===== src/rtl/bcd_pkg.sv =====
// Shared definitions for the BCD <-> binary converter pair (forward and reverse double-dabble).
// Holds the FSM state encoding, digit geometry and the per-digit adjust constants.
package bcd_pkg;

   typedef enum logic [1:0] {
      IDLE,
      SHIFT,
      DONE
   } state_t;

   localparam int DIGIT_W    = 4;
   localparam int BCD_DIGITS = 3;
   localparam int BCD_W      = DIGIT_W * BCD_DIGITS;

   localparam logic [DIGIT_W-1:0] ADJ_THRESH = 4'd8;
   localparam logic [DIGIT_W-1:0] ADJ_VAL    = 4'd3;
   localparam logic [DIGIT_W-1:0] MAX_DIGIT  = 4'd9;

   // True when every packed nibble is a legal decimal digit.
   function automatic logic bcd_valid(input logic [BCD_W-1:0] value);
      logic ok;
      ok = 1'b1;
      for (int d = 0; d < BCD_DIGITS; d++) begin
         if (value[d*DIGIT_W +: DIGIT_W] > MAX_DIGIT) begin
            ok = 1'b0;
         end
      end
      return ok;
   endfunction

endpackage


===== src/rtl/bcd_digit_sub3.sv =====
// One BCD digit of the reverse double-dabble correction: digits of 8 or more lose 3.
// Purely combinational; the converter instantiates one per digit.
module bcd_digit_sub3
   import bcd_pkg::*;
(
   input  logic [DIGIT_W-1:0] digit,
   output logic [DIGIT_W-1:0] adj
);

   always_comb begin
      adj = digit;
      if (digit >= ADJ_THRESH) begin
         adj = digit - ADJ_VAL;
      end
   end

endmodule


===== src/rtl/bcd_to_bin_converter.sv =====
// Sequential 3-digit BCD to binary converter using reverse double-dabble, N shifts per result.
// Optional macro BCD_CHECK_EN rejects non-decimal digits with an immediate error result.
module bcd_to_bin_converter
   import bcd_pkg::*;
#(
   parameter int N = 10
)(
   input  logic           clk,
   input  logic           rst,
   input  logic           convierte,
   input  logic [3:0]     Icentenas,
   input  logic [3:0]     Idecenas,
   input  logic [3:0]     Iunidades,
   output logic [N-1:0]   OUT,
   output logic           fin,
   output logic           listo,
   output logic           error
);

   localparam int CNT_W = $clog2(N);
   localparam logic [CNT_W-1:0] LAST_CNT = CNT_W'(N - 1);

   state_t             state;
   logic [BCD_W-1:0]   bcdReg;
   logic [N-1:0]       binReg;
   logic [CNT_W-1:0]   cnt;
   logic [BCD_W-1:0]   bcdShift;
   logic [BCD_W-1:0]   bcdAdj;
   logic [N-1:0]       binShift;
   logic [BCD_W-1:0]   digitsIn;

   assign digitsIn = {Icentenas, Idecenas, Iunidades};

   // The BCD register's LSB falls into the binary MSB; a zero enters the BCD MSB.
   assign bcdShift = {1'b0, bcdReg[BCD_W-1:1]};
   assign binShift = {bcdReg[0], binReg[N-1:1]};

   for (genvar d = 0; d < BCD_DIGITS; d++) begin : g_adj
      bcd_digit_sub3 u_sub3 (
         .digit (bcdShift[d*DIGIT_W +: DIGIT_W]),
         .adj   (bcdAdj[d*DIGIT_W +: DIGIT_W])
      );
   end

`ifdef BCD_CHECK_EN
   logic errPend;
`endif

   // listo is held low through the fin cycle, so a start can never overlap a result pulse.
   always_ff @(posedge clk or negedge rst) begin
      if (!rst) begin
         state  <= IDLE;
         bcdReg <= '0;
         binReg <= '0;
         cnt    <= '0;
         OUT    <= '0;
         fin    <= 1'b0;
         listo  <= 1'b1;
`ifdef BCD_CHECK_EN
         error   <= 1'b0;
         errPend <= 1'b0;
`endif
      end else begin
         fin <= 1'b0;
         case (state)
            IDLE: begin
               if (listo && convierte) begin
                  bcdReg <= digitsIn;
                  binReg <= '0;
                  cnt    <= '0;
                  listo  <= 1'b0;
`ifdef BCD_CHECK_EN
                  if (!bcd_valid(digitsIn)) begin
                     errPend <= 1'b1;
                     state   <= DONE;
                  end else begin
                     errPend <= 1'b0;
                     state   <= SHIFT;
                  end
`else
                  state  <= SHIFT;
`endif
               end else begin
                  listo <= 1'b1;
               end
            end

            SHIFT: begin
               bcdReg <= bcdAdj;
               binReg <= binShift;
               cnt    <= cnt + 1'b1;
               if (cnt == LAST_CNT) begin
                  state <= DONE;
               end
            end

            DONE: begin
               fin   <= 1'b1;
               state <= IDLE;
`ifdef BCD_CHECK_EN
               OUT   <= errPend ? '0 : binReg;
               error <= errPend;
`else
               OUT   <= binReg;
`endif
            end

            default: begin
               state <= IDLE;
            end
         endcase
      end
   end

`ifndef BCD_CHECK_EN
   assign error = 1'b0;
`endif

endmodule

===== config.mk =====
export PLATFORM = sky130hd
export DESIGN_NAME = bcd_to_bin_converter
export DESIGN_NICKNAME = d
export VERILOG_FILES = /design/src/rtl/bcd_pkg.sv /design/src/rtl/bcd_digit_sub3.sv /design/src/rtl/bcd_to_bin_converter.sv
export SDC_FILE = /design/constraint.sdc
export NUM_CORES = 1
export LEC_CHECK = 0
export ABC_AREA = 1
export BUFFER_PORTS_ARGS = -buffer_cell sky130_fd_sc_hd__buf_2
export CORE_AREA = 2 2 71 73
export CTS_BUF_LIST = sky130_fd_sc_hd__clkbuf_2
export CTS_CLUSTER_DIAMETER = 100
export CTS_CLUSTER_SIZE = 40
export DETAILED_ROUTE_END_ITERATION = 10
export DIE_AREA = 0 0 73 75
export GPL_TIMING_DRIVEN = 0
export PLACE_DENSITY = 0.65
export SLEW_MARGIN = 10
export SYNTH_ARGS = -nofsm -noshare
export SYNTH_HDL_FRONTEND = slang
export SYNTH_SLANG_ARGS = --single-unit

===== constraint.sdc =====
create_clock -name clk -period 1.5 [get_ports clk]
set_input_delay 0.225 -clock clk [delete_from_list [all_inputs] [get_ports clk]]
set_output_delay 0.225 -clock clk [all_outputs]
set_load 0.01 [all_outputs]

==> results of run 1 <==
per-layer routing:
metal  share of wire (%)  wire length (microns)  up-vias  global-route usage [%]
met5                   0                      0        -                       0
met4                 1.7                     61        0                    5.56
met3                 3.1                    113        9                    4.02
met2                  48                   1720       21                    24.3
met1                  48                   1710      667                    20.5
li1                    -                      -      773                       -
layout make-up:
cell class,instances,area share (%)
repair buffers,28,7.02
clock inverters,3,0.878
flip-flops and latches,40,46.9
well taps,54,3.16
multi-input cells,147,32.7
plain buffers,9,3.16
inverters,28,5.03
clock buffers,5,1.17
kinds of logic (layout without fill, tap and decap cells):
logic type,count (synthesis),after routing
adder cells (fa/ha/maj),6,6
other,1,1
buffers and inverters,37,73
flip-flops,40,40
AND/OR/NAND/NOR,107,107
AO/OA/AOI/OAI,33,33
state kept, by name (all words and copies together), names as in the netlist:
signal,flops
OUT,10
bcdReg,12
binReg,10
cnt,4
fin,1
listo,1
state,2
worst paths after layout:
kind                                         endpoint  cells after the start
worst max-delay path                            listo                      1
worst min-delay path            bcdReg[2]$_DFFE_PN0P_                      3
worst max register to register  binReg[3]$_DFFE_PN0P_                      4
worst min register to register  binReg[9]$_DFFE_PN0P_                      2
max in group asynchronous       bcdReg[4]$_DFFE_PN0P_                      2
min in group asynchronous          cnt[2]$_DFFE_PN0P_                      2
power groups by stage:
| stage | Combinational (mW) | Clock, mW | Sequential [mW] |
|---|---|---|---|
| after floorplan | 1.38 | 0 | 1.88 |
| after global placement | 1.90 | 0 | 1.86 |
| after detailed placement | 1.94 | 0 | 1.87 |
| after CTS | 1.94 | 0.503 | 1.85 |
| after global routing | 2.27 | 0.546 | 1.92 |
| final | 1.90 | 0.477 | 1.85 |
metrics by stage:
step | util, % | cells
after floorplan | - | 224
after global placement | 44.5 | 304
after detailed placement | 44.5 | 304
after CTS | 45.9 | 314
after global routing | 45.9 | 314
final | 45.9 | 314
cells in the mapped netlist (all sizes together):
library cell  instances
nor2                 20
clkbuf                1
dfstp                 1
o21ai                17
buf                   8
nand3                14
ha                    6
a21oi                 5
conb                  1
nand2                71
dfrtp                39
nor3b                 1
o22ai                10
o21bai                1
inv                  28
or2                   1
cells in the final DEF (no fill, tap or decap):
| master | count |
|---|---|
| nand2_1 | 69 |
| dfrtp_1 | 39 |
| buf_2 | 29 |
| inv_1 | 26 |
| nor2_1 | 19 |
| o21ai_0 | 16 |
| nand3_1 | 14 |
| o22ai_1 | 10 |
| ha_1 | 6 |
| clkbuf_2 | 5 |
| a21oi_1 | 4 |
| buf_6 | 3 |
| nand2_2 | 2 |
| buf_4 | 2 |
| clkinv_2 | 2 |
| dlygate4sd3_1 | 2 |
| inv_4 | 1 |
| clkbuf_1 | 1 |
| nor2_2 | 1 |
| inv_2 | 1 |
| a21oi_2 | 1 |
| o21ai_2 | 1 |
| nor3b_1 | 1 |
| o21bai_1 | 1 |
| or2_2 | 1 |
| conb_1 | 1 |
| clkinv_4 | 1 |
| dfstp_2 | 1 |
repair_timing:
| item | in CTS | in global routing |
|---|---|---|
| hold buffers | 2 | 0 |
| endpoints found under the hold margin | 40 | 0 |
| endpoints found under the setup margin | 0 | 0 |
==> flow_summary_export.csv, run 1 <==
group,metric,value,unit
status,run_status,"completed",
logic_synthesis,synth_compound_area_share,10.0,%
floorplanning,io_pins,28,
floorplanning,row_count,25,
route,drt_iter0_drc,80,
pwr,seqPwrFrac,43.7,%
sta,period_needed,1.33,ns
placement,portBuffers,26,
job,drv_cap,0,
sta,post-route-period-util,88.8,%
logic_synthesis,synthXorXnorAreaFrac,0,%
pwr,leakagePower,1.15,nW
logic_synthesis,synth_simple_gate_area_share,23.1,%
logic_synthesis,yosysTopAreaCell,"dfrtp_1",
critical_path,cp-end-kind,"primary output",
pwr,internal_power,2.42,mW
logic_synthesis,synthMuxAreaShare,0,%
route,ant_nets,0,
finish,layout-drive-gt1-share,19.6,%
clock_network,htree_num_levels,2,
clock_network,insertion_delay,0.41,ns
placement,place_congestion,0.788,
finish,antenna_cells,0,
logic_synthesis,avgSynthCellArea,8.38,sq um
global_routing,grt_pass1_wl,6.39,mm
finish,nFillCells,496,
critical_path,criticalPathCategory,"reg -> out",
finish,seqCellArea,1000,sq um
critical_path,r2r-start,"listo$_DFFE_PN1N_",
logic_synthesis,yosys_register_bits,40,
clock_network,root_buffer,"clkbuf_2",
floorplanning,coreArea,4660,sq um
floorplanning,die_w,73,microns
logic_synthesis,synth_top_area_share,52.0,%
floorplanning,start_util,40.3,%
logic_synthesis,synth_cells,224,
finish,nets,280,
critical_path,required,1.27,ns
sta,hold_violations,0,
finish,final_area,2140,sq um
logic_synthesis,synth_area,1880,sq um
route,wl,3.61,mm
clock_network,clock-sinks,40,
sta,skew,0.0253,ns
sta,fmax,0.750,GHz
global_routing,antenna_found_initial,0,
critical_path,path_cells,"buf_2",
finish,area_growth,13.9,%
sta,setup_violations,0,
pwr,switchingPower,1.80,mW
clock_network,cts_tree,"built",
critical_path,crit_fanout,3,
critical_path,cp_slowest_stage_delay,0.59,ns
sta,maxSlewViolCount,0,
route,drc,0,
critical_path,critPathBufInv,1,
clock_network,cts_setup_buffers,0,
logic_synthesis,ys_types,24,
sta,worst_pin_slew,0.865,ns
critical_path,slowest_stage,"dfstp_2",
placement,place_ws,0.183,ns
logic_synthesis,synthAdderAreaFrac,4.00,%
floorplanning,die_y,75,microns
global_routing,grt-ovfl-total,0,
clock_network,cts_resized,0,
floorplanning,die_area,5480,sq um
route,vias,1470,
pwr,pwr-share-clk,11.3,%
sta,final.setup.tns,0,ns
critical_path,reg2reg_slack,0.18,ns
logic_synthesis,ys.warnings.count,0,
pwr,fin_total_pwr,4.23,mW
pwr,power_frac_comb,45.0,%
logic_synthesis,synth_top_family_by_area,"simple AND/OR/NAND/NOR gates",
route,drt_pass1_iterations,4,
global_routing,grt_max_degree,41,
clock_network,cts.path.max_buffers,2,
pwr,pwr_density_cell,1980,nW/um^2
critical_path,critPathTopFamily,"flip-flops",
sta,slew_headroom,42.3,%
clock_network,clkTransAtPathRegs,0.20,ns
logic_synthesis,synth_fp_nets,245,
sta,holdWs,0.0743,ns
placement,placed_area,2070,sq um
clock_network,cts-buffers-inserted,5,
global_routing,grt_pass1_vias,1351,
logic_synthesis,synth_area_leaders,"dfrtp_1 52%, nand2_1 14%, inv_1 5.2%",
logic_synthesis,synth_seq_area_share,53.4,%
route,via_per_inst,4.68,
worst_hold_path,min_from,"Iunidades[2]",
sta,rsz0062_at_grt,"false",
critical_path,worstPathArrival,1.11,ns
sta,setup_ws,0.167,ns
pwr,power_switching_share,42.7,%
pwr,ir_drop,0.577,mV
finish,multi_input_area,699,sq um
critical_path,crit_path_start,"listo$_DFFE_PN1N_",
route,avgRoutedWirePerCell,11.5,microns
critical_path,worst_setup_path_start_kind,"register",
placement,dp.final_hpwl,2.52,mm
global_routing,grt.total_usage,15.4,%
worst_hold_path,hold_path_class,"in -> reg",
(Power assumes the default switching activity.)
==> run 2, diff against run 1 <==
- CORE_AREA: 2 2 71 73 -> 2 2 75 77
- DIE_AREA: 0 0 73 75 -> 0 0 77 79
- PLACE_DENSITY: 0.65 -> 0.64
- SYNTH_HIERARCHICAL: default -> 1
==> flow_summary_export.csv, run 2 <==
group,metric,value,unit
placement,place_congestion,0.775,
critical_path,path_cells,"buf_2",
sta,skew,0.0198,ns
placement,portBuffers,26,
sta,rsz0062_at_grt,"false",
pwr,pwr_density_cell,2000,nW/um^2
finish,final_common_cell,"nand2_1",
route,drc,0,
logic_synthesis,synth-main-ff-cell,"dfrtp_1",
floorplanning,start_util,38.8,%
floorplanning,die_y,79,microns
sta,setup_violations,0,
logic_synthesis,yosysTopAreaCell,"dfrtp_1",
sta,holdWs,0.0629,ns
clock_network,clkTransAtPathRegs,0.22,ns
route,ant_nets,0,
finish,reg_top3,"bcdReg (12), OUT (10), binReg (10)",
worst_hold_path,hold_path_class,"in -> reg",
logic_synthesis,synthMuxAreaShare,0,%
global_routing,grt_max_degree,41,
clock_network,cts.path.max_buffers,2,
route,avgRoutedWirePerCell,11.2,microns
global_routing,grt-ovfl-total,0,
finish,layout-drive-gt1-share,19.1,%
job,drv_cap,0,
critical_path,slowest_stage,"dfstp_2",
sta,slew_headroom,40.8,%
logic_synthesis,yosysMostFrequentCell,"nand2_1",
critical_path,critPathTopFamily,"flip-flops",
logic_synthesis,synthXorXnorAreaFrac,1.27,%
logic_synthesis,ys.warnings.count,6,
global_routing,grt_pass1_wl,7.22,mm
finish,area_growth,15.7,%
finish,regMostFlops,"bcdReg",
sta,worst_pin_slew,0.887,ns
sta,fmax,0.718,GHz
clock_network,htree_num_levels,2,
route,drt_iter0_drc,65,
logic_synthesis,ys_async_sr_fraction,100,%
clock_network,cts_setup_buffers,0,
sta,post-route-period-util,92.8,%
logic_synthesis,synth_area,2070,sq um
sta,final.setup.tns,0,ns
critical_path,critPathBufInv,1,
sta,maxSlewViolCount,0,
floorplanning,coreArea,5340,sq um
global_routing,grt.total_usage,15.2,%
pwr,leakagePower,1.30,nW
logic_synthesis,synth_area_leaders,"dfrtp_1 47%, nand2_1 15%, nand3_1 8.0%",
finish,antenna_cells,0,
critical_path,crit_fanout,3,
finish,final_cell_mix,"84 x nand2_1, 39 x dfrtp_1, 33 x nand3_1, 31 x inv_1, 31 x buf_2",
logic_synthesis,synth_seq_area_share,48.3,%
logic_synthesis,synth_edf_count,0,
sta,hold_violations,0,
global_routing,grt_pass1_vias,1643,
logic_synthesis,ys_types,23,
floorplanning,die_w,77,microns
finish,nets,321,
floorplanning,row_count,27,
finish,largest_reg_flops,12,
sta,period_needed,1.39,ns
critical_path,cp_slowest_stage_delay,0.62,ns
clock_network,cts_tree,"built",
critical_path,required,1.27,ns
global_routing,antenna_found_initial,0,
floorplanning,io_pins,28,
logic_synthesis,synthAdderAreaFrac,4.83,%
clock_network,clock-sinks,40,
logic_synthesis,synth_top_family_by_area,"simple AND/OR/NAND/NOR gates",
clock_network,cts-buffers-inserted,5,
critical_path,criticalPathCategory,"reg -> out",
logic_synthesis,synth_compound_area_share,7.85,%
clock_network,insertion_delay,0.42,ns
status,run_status,"completed",
logic_synthesis,yosys_register_bits,40,
route,drt_pass1_iterations,4,
critical_path,worst_setup_path_start_kind,"register",
logic_synthesis,avgSynthCellArea,8.04,sq um
route,vias,1681,
route,wl,4.15,mm
critical_path,worstPathArrival,1.17,ns
pwr,ir_drop,0.818,mV
logic_synthesis,netlist_top_cells_count,"84 x nand2_1, 39 x dfrtp_1, 33 x nand3_1",
floorplanning,die_area,6080,sq um
clock_network,root_buffer,"clkbuf_2",
logic_synthesis,synth_top_area_share,47.1,%
critical_path,cp-end-kind,"primary output",
logic_synthesis,synth_cells,258,
finish,finish.utilization,44.9,%
route,via_per_inst,4.53,
placement,dp.final_hpwl,2.90,mm
logic_synthesis,synth_simple_gate_area_share,27.4,%
run 2: kinds of logic after synthesis:
logic type                 Yosys count
adders and majority gates            8
buffers and inverters               45
DFF                                 40
other                                1
AOI/OAI and AO/OA                   31
and+or+nand+nor                    130
xor gates and xnor gates             3
run 2: what timing repair did:
action                                 CTS  global route
endpoints found under the hold margin   39             0
hold buffers                             1             0
resized for setup                        0             0
run 2: stage by stage:
step                      std cells  area, sq um  power (mW)  setup slack (ns)
final                           371         2400        4.80             0.108
after global routing            371         2400        5.32            0.0392
after CTS                       371         2400        4.88            0.0749
after detailed placement        362         2320        4.19             0.189
after global placement          362         2320        4.10             0.218
after floorplan                 264         2100        3.55             0.343
run 2: path summary, 6_finish.rpt:
check / start / to / slack, ns / cells past startpoint
worst min-delay path: Icentenas[0] / bcdReg[8]$_DFFE_PN0P_ / 0.06 / 5
max in group asynchronous: rst / bcdReg[2]$_DFFE_PN0P_ / 0.51 / 2
worst max-delay path: listo$_DFFE_PN1N_ / listo / 0.11 / 1
worst min register to register: OUT[0]$_DFFE_PN0P_ / OUT[0]$_DFFE_PN0P_ / 0.51 / 2
min in group asynchronous: rst / OUT[1]$_DFFE_PN0P_ / 0.42 / 2
worst max register to register: listo$_DFFE_PN1N_ / binReg[1]$_DFFE_PN0P_ / 0.18 / 4
run 2: per-layer routing:
layer	up-vias	track usage, %	part of all wire (%)
met5	-	0	0
met4	0	7.14	2.0
met3	9	4.20	4.4
met2	30	26.6	46
met1	765	17.2	47
li1	877	-	-
run 2: area by class of cell:
class	count	area (sq um)
Clock buffer	5	25.0
Fill cell	588	2940
Timing Repair Buffer	27	140
Clock inverter	3	47.5
Sequential cell	40	1000
Inverter	32	120
Tap cell	72	90.1
Buffer	13	90.1
Multi-Input combinational cell	179	883
run 2: power by group:
group	switching, mW	leakage [nW]	total, mW	internal [mW]
clock network	0.393	0.0431	0.681	0.288
logic	1.29	0.759	2.18	0.892
registers	0.381	0.502	1.94	1.56
total	2.06	1.30	4.80	2.74
==> run 3, diff against run 2 <==
- RECOVER_POWER: default -> 25
==> flow_summary_export.csv, run 3 (same netlist as run 2, synthesis figures left out) <==
group,metric,value,unit
sta,worst_pin_slew,0.989,ns
floorplanning,row_count,27,
pwr,power_switching_share,42.9,%
route,avgRoutedWirePerCell,11.2,microns
critical_path,r2r-start,"listo$_DFFE_PN1N_",
sta,setup_violations,0,
clock_network,htree_num_levels,2,
route,drt_iter0_drc,65,
clock_network,insertion_delay,0.42,ns
route,vias,1681,
placement,place_congestion,0.775,
job,drv_cap,0,
floorplanning,die_y,79,microns
finish,regMostFlops,"bcdReg",
placement,placed_area,2320,sq um
clock_network,clock-sinks,40,
critical_path,critPathTopFamily,"flip-flops",
finish,final_cell_mix,"84 x nand2_1, 39 x dfrtp_1, 33 x nand3_1, 31 x inv_1, 30 x buf_2",
finish,final_area,2400,sq um
sta,period_needed,1.39,ns
critical_path,r2r_cells,4,
clock_network,cts-buffers-inserted,5,
clock_network,cts_setup_buffers,0,
pwr,pwr-share-clk,14.2,%
critical_path,worstPathArrival,1.17,ns
route,via_per_inst,4.53,
floorplanning,die_w,77,microns
pwr,internal_power,2.74,mW
finish,nets,321,
clock_network,cts.path.max_buffers,2,
finish,largest_reg_flops,12,
sta,slew_headroom,34.1,%
critical_path,crit_path_start,"listo$_DFFE_PN1N_",
pwr,fin_total_pwr,4.80,mW
clock_network,root_buffer,"clkbuf_2",
critical_path,cp_num_cells,1,
route,drc,0,
critical_path,cp_slowest_stage_delay,0.62,ns
sta,hold_violations,0,
sta,skew,0.0199,ns
route,wl,4.15,mm
floorplanning,start_util,38.8,%
floorplanning,die_area,6080,sq um
critical_path,critPathBufInv,1,
critical_path,worst_setup_path_start_kind,"register",
global_routing,grt_max_degree,41,
floorplanning,io_pins,28,
clock_network,clkTransAtPathRegs,0.22,ns
finish,layout-drive-gt1-share,18.7,%
sta,maxSlewViolCount,0,
global_routing,antenna_found_initial,0,
finish,final_common_cell,"nand2_1",
clock_network,cts_resized,0,
critical_path,crit_fanout,3,
placement,portBuffers,26,
sta,final.setup.tns,0,ns
status,run_status,"completed",
floorplanning,coreArea,5340,sq um
route,ant_nets,0,
pwr,leakagePower,1.30,nW
critical_path,crit_path_end,"listo",
critical_path,path_cells,"buf_2",
global_routing,grt-ovfl-total,0,
worst_hold_path,hold_path_class,"in -> reg",
finish,reg_top3,"bcdReg (12), OUT (10), binReg (10)",
critical_path,criticalPathCategory,"reg -> out",
clock_network,cts_tree,"built",
sta,rsz0062_at_grt,"false",
finish,antenna_cells,0,
pwr,switchingPower,2.06,mW
sta,post-route-period-util,92.8,%
global_routing,grt_pass1_wl,7.22,mm
sta,fmax,0.718,GHz
pwr,ir_drop,0.818,mV
critical_path,r2r_end,"binReg[1]$_DFFE_PN0P_",
route,drt_pass1_iterations,4,
critical_path,reg2reg_slack,0.18,ns
pwr,power_frac_comb,45.4,%
critical_path,slowest_stage,"dfstp_2",
pwr,seqPwrFrac,40.4,%
global_routing,grt_pass1_vias,1643,
pwr,pwr_density_cell,2000,nW/um^2
placement,dp.final_hpwl,2.90,mm
critical_path,cp-end-kind,"primary output",
critical_path,required,1.27,ns
global_routing,grt.total_usage,15.2,%
finish,area_growth,15.6,%
-- run 3: final cells by class --
cell class / count / area [sq um]
fill: 587 / 2940
sequential: 40 / 1000
multi-input combinational: 179 / 883
timing repair buffer: 27 / 140
inverter: 32 / 120
tap: 72 / 90.1
buffer: 13 / 88.8
clock inverter: 3 / 47.5
clock buffer: 5 / 25.0
-- run 3: how the worst min path moves through the flow --
stage,cells after the start,startpoint,endpoint,slack (ns)
final,5,Icentenas[0],bcdReg[8]$_DFFE_PN0P_,0.06
after global routing,5,Icentenas[0],bcdReg[8]$_DFFE_PN0P_,0.07
after CTS,5,Icentenas[0],bcdReg[8]$_DFFE_PN0P_,0.03
after detailed placement,1,rst,binReg[0]$_DFFE_PN0P_,0.40
after global placement,1,rst,OUT[0]$_DFFE_PN0P_,0.39
after floorplan,0,rst,OUT[0]$_DFFE_PN0P_,-0.07
-- run 3: stage by stage --
stage	setup WS, ns	hold WS, ns	std cells	utilization [%]
6_report	0.108	0.0629	371	44.9
5_1_grt	0.0392	0.0693	371	44.9
4_1_cts	0.0749	0.0346	371	44.9
3_5_place_dp	0.189	0.398	362	43.4
2_1_floorplan	0.343	-0.0706	264	-
3_3_place_gp	0.218	0.392	362	43.4
-- run 3: layer usage --
layer | share of wire, % | global-route usage [%]
met2 | 46 | 26.6
met4 | 2.0 | 7.14
met1 | 47 | 17.2
met5 | 0 | 0
met3 | 4.4 | 4.20
-- run 3: power by group through the flow --
| stage | registers, mW | clock network (mW) | logic, mW |
|---|---|---|---|
| global route | 2.02 | 0.740 | 2.57 |
| CTS | 1.95 | 0.701 | 2.22 |
| finish | 1.94 | 0.681 | 2.18 |
| floorplan | 1.96 | 0 | 1.58 |
| detailed placement | 1.98 | 0 | 2.21 |
| global placement | 1.96 | 0 | 2.14 |
-- run 3: timing repair --
item,in CTS,in global routing
hold buffers,1,0
setup endpoints to repair,0,0
hold endpoints to repair,39,0
